**src/rtl/i2c_reg_pkg.sv**
```systemverilog
// Shared types and defaults for the I2C register bridge.
package i2c_reg_pkg;

    typedef enum logic [1:0] {
        StIdle,
        StPtr,
        StWrite,
        StRead
    } state_e;

    localparam int unsigned DefNumRegs  = 16;
    localparam logic [7:0]  DefResetVal = 8'h00;

    // Pointer width for a register bank of n entries (never below one bit).
    function automatic int unsigned I2C_REG_AW(input int unsigned n);
        return (n <= 2) ? 1 : $clog2(n);
    endfunction

endpackage

```
**src/rtl/i2c_reg_bridge_if.sv**
```systemverilog
// Byte-level handshake between i2c_slave (master modport) and the register bridge (slave modport).
interface i2c_reg_bridge_if;
    logic [7:0] slv_data_out;
    logic       slv_data_vld;
    logic       slv_r_w;
    logic       slv_start;
    logic       slv_stop;
    logic [7:0] slv_data_in;
    logic       slv_ready;

    modport master (
        output slv_data_out, slv_data_vld, slv_r_w, slv_start, slv_stop,
        input  slv_data_in, slv_ready
    );

    modport slave (
        input  slv_data_out, slv_data_vld, slv_r_w, slv_start, slv_stop,
        output slv_data_in, slv_ready
    );
endinterface

```
**src/rtl/i2c_sync_pulse.sv**
```systemverilog
// 2-FF synchronizer followed by a registered rising-edge detector (3-cycle pin-to-pulse latency).
module i2c_sync_pulse (
    input  logic clk,
    input  logic rst,
    input  logic async_in,
    output logic pulse
);

    logic [2:0] sync_q;
    logic       pulse_q;

    always_ff @(posedge clk) begin
        if (rst) begin
            sync_q  <= 3'b000;
            pulse_q <= 1'b0;
        end else begin
            sync_q  <= {sync_q[1:0], async_in};
            pulse_q <= sync_q[1] & ~sync_q[2];
        end
    end

    assign pulse = pulse_q;

endmodule

```
**src/rtl/i2c_reg_bridge.sv**
```systemverilog
// I2C slave to register-bank bridge with pointer/write/read phase decode and fabric write port.
// Define I2C_REG_AUTOINC_EN to auto-increment the pointer after every data byte.
module i2c_reg_bridge
    import i2c_reg_pkg::*;
#(
    parameter int unsigned NUM_REGS  = DefNumRegs,
    parameter logic [7:0]  RESET_VAL = DefResetVal,
    localparam int unsigned AW       = I2C_REG_AW(NUM_REGS)
) (
    input  logic                  clk,
    input  logic                  rst,
    i2c_reg_bridge_if.slave       slv,
    input  logic                  hw_we,
    input  logic [AW-1:0]         hw_addr,
    input  logic [7:0]            hw_wdata,
    output logic [8*NUM_REGS-1:0] regs_flat,
    output logic                  busy
);

    logic vld_p, start_p, stop_p;

    i2c_sync_pulse u_sync_vld (
        .clk      (clk),
        .rst      (rst),
        .async_in (slv.slv_data_vld),
        .pulse    (vld_p)
    );

    i2c_sync_pulse u_sync_start (
        .clk      (clk),
        .rst      (rst),
        .async_in (slv.slv_start),
        .pulse    (start_p)
    );

    i2c_sync_pulse u_sync_stop (
        .clk      (clk),
        .rst      (rst),
        .async_in (slv.slv_stop),
        .pulse    (stop_p)
    );

    // Data and direction are quasi-static around the strobe; two flops suffice.
    logic [7:0] data_s1_q, data_s2_q;
    logic       rw_s1_q, rw_s2_q;

    always_ff @(posedge clk) begin
        if (rst) begin
            data_s1_q <= 8'h00;
            data_s2_q <= 8'h00;
            rw_s1_q   <= 1'b0;
            rw_s2_q   <= 1'b0;
        end else begin
            data_s1_q <= slv.slv_data_out;
            data_s2_q <= data_s1_q;
            rw_s1_q   <= slv.slv_r_w;
            rw_s2_q   <= rw_s1_q;
        end
    end

    state_e        state_q, state_d;
    logic [AW-1:0] ptr_q, ptr_d;
    logic          i2c_we;
    logic [7:0]    regs_q [NUM_REGS];
    logic [7:0]    data_in_q;
    logic          ready_q, ready_d;
    logic          busy_q;
    logic          reg_hit;

    always_comb begin
        state_d = state_q;
        ptr_d   = ptr_q;
        i2c_we  = 1'b0;

        unique case (state_q)
            StIdle: ;
            StPtr: begin
                if (vld_p) begin
                    if (!rw_s2_q) begin
                        ptr_d   = data_s2_q[AW-1:0];
                        state_d = StWrite;
                    end else begin
`ifdef I2C_REG_AUTOINC_EN
                        ptr_d   = ptr_q + 1'b1;
`endif
                        state_d = StRead;
                    end
                end
            end
            StWrite: begin
                if (vld_p && !rw_s2_q) begin
                    i2c_we = 1'b1;
`ifdef I2C_REG_AUTOINC_EN
                    ptr_d  = ptr_q + 1'b1;
`endif
                end
            end
            StRead: begin
`ifdef I2C_REG_AUTOINC_EN
                if (vld_p) ptr_d = ptr_q + 1'b1;
`endif
            end
            default: state_d = StIdle;
        endcase

        if (start_p) begin
            state_d = StPtr;
        end else if (stop_p) begin
            state_d = StIdle;
        end
    end

    // Any write landing on the currently pointed register invalidates the read byte.
    assign reg_hit = i2c_we || (hw_we && (hw_addr == ptr_q));
    assign ready_d = !((ptr_d != ptr_q) || reg_hit);

    always_ff @(posedge clk) begin
        if (rst) begin
            state_q   <= StIdle;
            ptr_q     <= '0;
            data_in_q <= 8'h00;
            ready_q   <= 1'b0;
            busy_q    <= 1'b0;
        end else begin
            state_q   <= state_d;
            ptr_q     <= ptr_d;
            data_in_q <= regs_q[ptr_q];
            ready_q   <= ready_d;
            busy_q    <= (state_d != StIdle);
        end
    end

    // I2C write takes priority over a fabric write to the same register.
    always_ff @(posedge clk) begin
        for (int i = 0; i < NUM_REGS; i++) begin
            if (rst) begin
                regs_q[i] <= RESET_VAL;
            end else if (i2c_we && (ptr_q == AW'(i))) begin
                regs_q[i] <= data_s2_q;
            end else if (hw_we && (hw_addr == AW'(i))) begin
                regs_q[i] <= hw_wdata;
            end
        end
    end

    for (genvar g = 0; g < NUM_REGS; g++) begin : g_flat
        assign regs_flat[8*g +: 8] = regs_q[g];
    end

    assign slv.slv_data_in = data_in_q;
    assign slv.slv_ready   = ready_q;
    assign busy            = busy_q;

endmodule

```
**src/flat_wrapper.sv**
```systemverilog
// flat-port wrapper written by rule: the top's interface ports become plain ports
module i2c_reg_bridge_flat import i2c_reg_pkg::*;
#(
    parameter int unsigned NUM_REGS  = DefNumRegs,
    parameter logic [7:0]  RESET_VAL = DefResetVal,
    localparam int unsigned AW       = I2C_REG_AW(NUM_REGS)
)
  (clk, rst, hw_we, hw_addr, hw_wdata, regs_flat, busy, slv_slv_data_out, slv_slv_data_vld, slv_slv_r_w, slv_slv_start, slv_slv_stop, slv_slv_data_in, slv_slv_ready);
  i2c_reg_bridge_if slv_i ();
  input  logic clk;
  input  logic rst;
  input  logic hw_we;
  input  logic [AW-1:0] hw_addr;
  input  logic [7:0] hw_wdata;
  output logic [8*NUM_REGS-1:0] regs_flat;
  output logic busy;
  input wire logic [$bits(slv_i.slv_data_out)-1:0] slv_slv_data_out;
  input wire logic [$bits(slv_i.slv_data_vld)-1:0] slv_slv_data_vld;
  input wire logic [$bits(slv_i.slv_r_w)-1:0] slv_slv_r_w;
  input wire logic [$bits(slv_i.slv_start)-1:0] slv_slv_start;
  input wire logic [$bits(slv_i.slv_stop)-1:0] slv_slv_stop;
  output wire logic [$bits(slv_i.slv_data_in)-1:0] slv_slv_data_in;
  output wire logic [$bits(slv_i.slv_ready)-1:0] slv_slv_ready;
  assign slv_i.slv_data_out = slv_slv_data_out;
  assign slv_i.slv_data_vld = slv_slv_data_vld;
  assign slv_i.slv_r_w = slv_slv_r_w;
  assign slv_i.slv_start = slv_slv_start;
  assign slv_i.slv_stop = slv_slv_stop;
  assign slv_slv_data_in = slv_i.slv_data_in;
  assign slv_slv_ready = slv_i.slv_ready;
  i2c_reg_bridge #(.NUM_REGS(NUM_REGS), .RESET_VAL(RESET_VAL)) u_core (.clk(clk), .rst(rst), .slv(slv_i), .hw_we(hw_we), .hw_addr(hw_addr), .hw_wdata(hw_wdata), .regs_flat(regs_flat), .busy(busy));
endmodule
```
**config.mk**
```make
export PLATFORM = sky130hd
export DESIGN_NAME = i2c_reg_bridge_flat
export DESIGN_NICKNAME = d
export VERILOG_FILES = /design/src/rtl/i2c_reg_pkg.sv /design/src/rtl/i2c_reg_bridge_if.sv /design/src/rtl/i2c_sync_pulse.sv /design/src/rtl/i2c_reg_bridge.sv /design/src/flat_wrapper.sv
export SDC_FILE = /design/constraint.sdc
export NUM_CORES = 1
export LEC_CHECK = 0
export CAP_MARGIN = 25
export CORE_MARGIN = 3
export CORE_UTILIZATION = 52
export CTS_BUF_LIST = sky130_fd_sc_hd__clkbuf_16
export DETAILED_ROUTE_END_ITERATION = 7
export PLACE_DENSITY = 0.81
export SYNTH_ARGS = -nofsm -noshare
export SYNTH_HDL_FRONTEND = slang
export SYNTH_SLANG_ARGS = --single-unit
```
**constraint.sdc**
```tcl
create_clock -name clk -period 2.48 [get_ports clk]
set_clock_uncertainty 0.2 [all_clocks]
set_input_delay 0.372 -clock clk [delete_from_list [all_inputs] [get_ports clk]]
set_output_delay 0.372 -clock clk [all_outputs]
set_load 0.005 [all_outputs]
```
==> metrics.yaml <==
run_status:
  status: "complete, no violations"
sta:
  hold_ws_ns: 0.1834
  finalMaxSlewViolations: 0
  tns_ns: 0
  max_slew_margin_pct: 53.75
  setup_viol: 0
  hold_viol: 0
  rsz0062_at_grt: "false"
  final.setup.worst_slack_ns: 0.1065
  worst_slew_pin_slew_ns: 0.6891
  fmax_mhz: 421.3
  fin_crit_ns: 2.373
  fin_crit_sh_pct: 95.70
synthesis:
  synth_commonest_cells: "edfxtp_1, o22ai_1, nand2_1"
  syn_inst: 645
  synth_area_leaders: "edfxtp_1, dfxtp_1, mux4_2"
  synth_top_area_share_pct: 46.95
  syn-cell-area_mm2: 0.008187
  ys_ff_latch: 174
  synth_cell_types: 53
  syn-num-nets: 672
  synth_edf_count: 128
  yosys.area.top_type: "edfxtp_1"
  synth-async-reset-ratio_pct: 0
  synth.avg_cell_area_um2: 12.69
  ys_seq_area_share_pct: 58.20
  yosys_warnings: 0
  synth-main-ff-cell: "edfxtp_1"
  synth_most_common_cell: "edfxtp_1"
power:
  vdd_ir_drop_max_uv: 530.2
  p_leak_nw: 3.700
  powerDensity_mw_per_mm2: 593.5
placed_design:
  dp_hpwl_um: 19710
  gp_congestion: 0.9872
  port_buffers: 164
  placed_cell_area_mm2: 0.01040
  place_ws_ns: 0.04538
final_layout:
  area_growth_pct: 33.75
  drive_above_1_share_pct: 17.41
  nNetsFinal: 870
  fin_util_pct: 71.50
  stdcell_area_mm2: 0.01095
min_path:
  holdPathStages: 1
  hold_path_startpoint: "u_core.u_sync_start.sync_q[2]$_SDFF_PP0_"
  min_to: "u_core.u_sync_start.pulse$_SDFF_PP0_"
  min_path_type: "reg2reg"
die:
  die_h_um: 131.5
  die_area_mm2: 0.01728
  num_io_pins: 165
  die_x_um: 131.5
  start_util_pct: 53.46
  fp.coreArea_mm2: 0.01531
  row_count: 45
setup_path:
  crit_path_end_kind: "register"
  critPathArrivalTime_ns: 2.33
  start_kind: "register"
  r2r_setup_slack_ns: 0.11
  crit_type: "reg2reg"
  cp.required_ns: 2.43
  critPathMaxFanout: 10
  r2r_cells: 6
  r2r_start: "u_core.ptr_q[0]$_SDFF_PP0_"
  reg2reg_to: "u_core.regs_q[10][1]$_DFFE_PP_"
global_routing:
  grt_pass1_vias: 6793
  grt_pass1_wl_um: 40770
  track_usage_pct: 31.13
  antenna_found_initial: 0
  grt_overflow: 0
  grt_max_degree: 35
clocking:
  clock-sinks: 174
  clk_pin_slew_ns: 0.07
  clk_latency_ns: 0.44
  cts_root_buffer: "clkbuf_16"
  ctsHoldBuffers: 0
  cts-buffers-inserted: 17
  cts-resized-gates: 0
  cts.path.max_buffers: 2
  cts_tree: "built"
  post-cts-setup-buffers: 0
  htree_levels: 4
route:
  vias_per_cell: 6.456
  vias: 6895
  first_pass_iters: 6
  first_iter_violations: 1128
  drc_errors: 0
  wl_um: 27210
  wl_per_cell_um: 25.48
  ant_nets: 0
run:
  max_cap_viol_count: 0
==> cell families (layout without fill, tap and decap cells) <==
logic type,count (synthesis),count (layout),synth area share [%]
flops,174,174,58.20
compound gates,185,185,15.79
xor+xnor,6,6,0.6420
other cells,0,1,0
buf+inv,56,267,3.286
simple gates,180,180,11.81
mux,44,44,10.27
==> area by class of cell <==
class,instances,area [um2]
Clock buffer,19,475.5
Antenna cell,1,2.502
Tap cell,211,264.0
Timing Repair Buffer,230,2195
Fill cell,1068,4365
Inverter,5,18.77
Sequential cell,174,4766
Clock inverter,13,71.32
Multi-Input combinational cell,415,3157
==> cell usage in the layout, fill, tap and decap left out, types with 5 or more instances in the layout <==
| cell type | count |
|---|---|
| a211o_1 | 7 |
| a21oi_1 | 11 |
| a22oi_1 | 8 |
| a2bb2o_1 | 18 |
| buf_12 | 5 |
| buf_4 | 61 |
| clkbuf_16 | 19 |
| clkdlybuf4s50_1 | 163 |
| dfxtp_1 | 45 |
| edfxtp_1 | 128 |
| inv_1 | 9 |
| mux2i_1 | 12 |
| mux4_2 | 32 |
| nand2_1 | 67 |
| nand2b_1 | 11 |
| nand3_1 | 8 |
| nand4_1 | 9 |
| nor2_1 | 13 |
| nor2b_1 | 44 |
| o21ai_0 | 5 |
| o21ai_1 | 19 |
| o21ai_2 | 6 |
| o22ai_1 | 88 |
| o2bb2ai_1 | 6 |
| o32ai_1 | 7 |
==> how the worst max path moves through the flow <==
stage / depth (start not counted) / startpoint / slack, ns / endpoint
5_1_grt: 6 / u_core.ptr_q[0]$_SDFF_PP0_ / 0.04 / u_core.regs_q[10][2]$_DFFE_PP_
6_report: 6 / u_core.ptr_q[0]$_SDFF_PP0_ / 0.11 / u_core.regs_q[10][1]$_DFFE_PP_
3_3_place_gp: 4 / hw_we / 0.11 / u_core.regs_q[9][5]$_DFFE_PP_
2_1_floorplan: 5 / u_core.ptr_q[0]$_SDFF_PP0_ / 0.29 / u_core.regs_q[13][0]$_DFFE_PP_
4_1_cts: 5 / u_core.state_q[1]$_SDFF_PP0_ / 0.10 / u_core.regs_q[13][6]$_DFFE_PP_
3_5_place_dp: 6 / hw_addr[0] / 0.05 / u_core.regs_q[4][4]$_DFFE_PP_
==> power breakdown <==
| group | internal (W) | switching, W | total (W) |
|---|---|---|---|
| Combinational | 0.000364 | 0.000303 | 0.000667 |
| Sequential | 0.00326 | 0.0000960 | 0.00335 |
| Clock | 0.00138 | 0.00110 | 0.00248 |
==> critical path, stage by stage (launching register included) <==
cell	delay [ns]
dfxtp_2	0.34
buf_4	0.18
nor2_1	0.17
nand2_1	0.27
buf_4	0.28
o21ai_1	0.47
o22ai_1	0.17
==> layer usage <==
metal / share of wire [%] / vias up / track usage, % / routed length (um)
met5: 0 / - / 0 / 0
li1: - / 2955 / - / -
met1: 38 / 3337 / 40.53 / 10250
met4: 4.2 / 0 / 13.77 / 1137
met2: 47 / 510 / 49.89 / 12900
met3: 11 / 93 / 7.619 / 2920
==> registers in the layout, summed over array words and instances, names as in the netlist, 2 cells and up <==
register,cells
u_core.u_sync_stop.sync_q,3
u_core.slv.slv_data_in,8
u_core.regs_q,128
u_core.u_sync_start.sync_q,3
u_core.data_s1_q,8
u_core.data_s2_q,8
u_core.u_sync_vld.sync_q,3
u_core.ptr_q,4
u_core.state_q,2
==> stage by stage <==
step / power (W) / std cells
final: 0.006498 / 1068
after global routing: 0.006677 / 1067
after CTS: 0.006513 / 1067
after detailed placement: 0.004071 / 1035
after global placement: 0.004052 / 1035
after floorplan: 0.003606 / 645
Power figures use the tool's default switching activity.
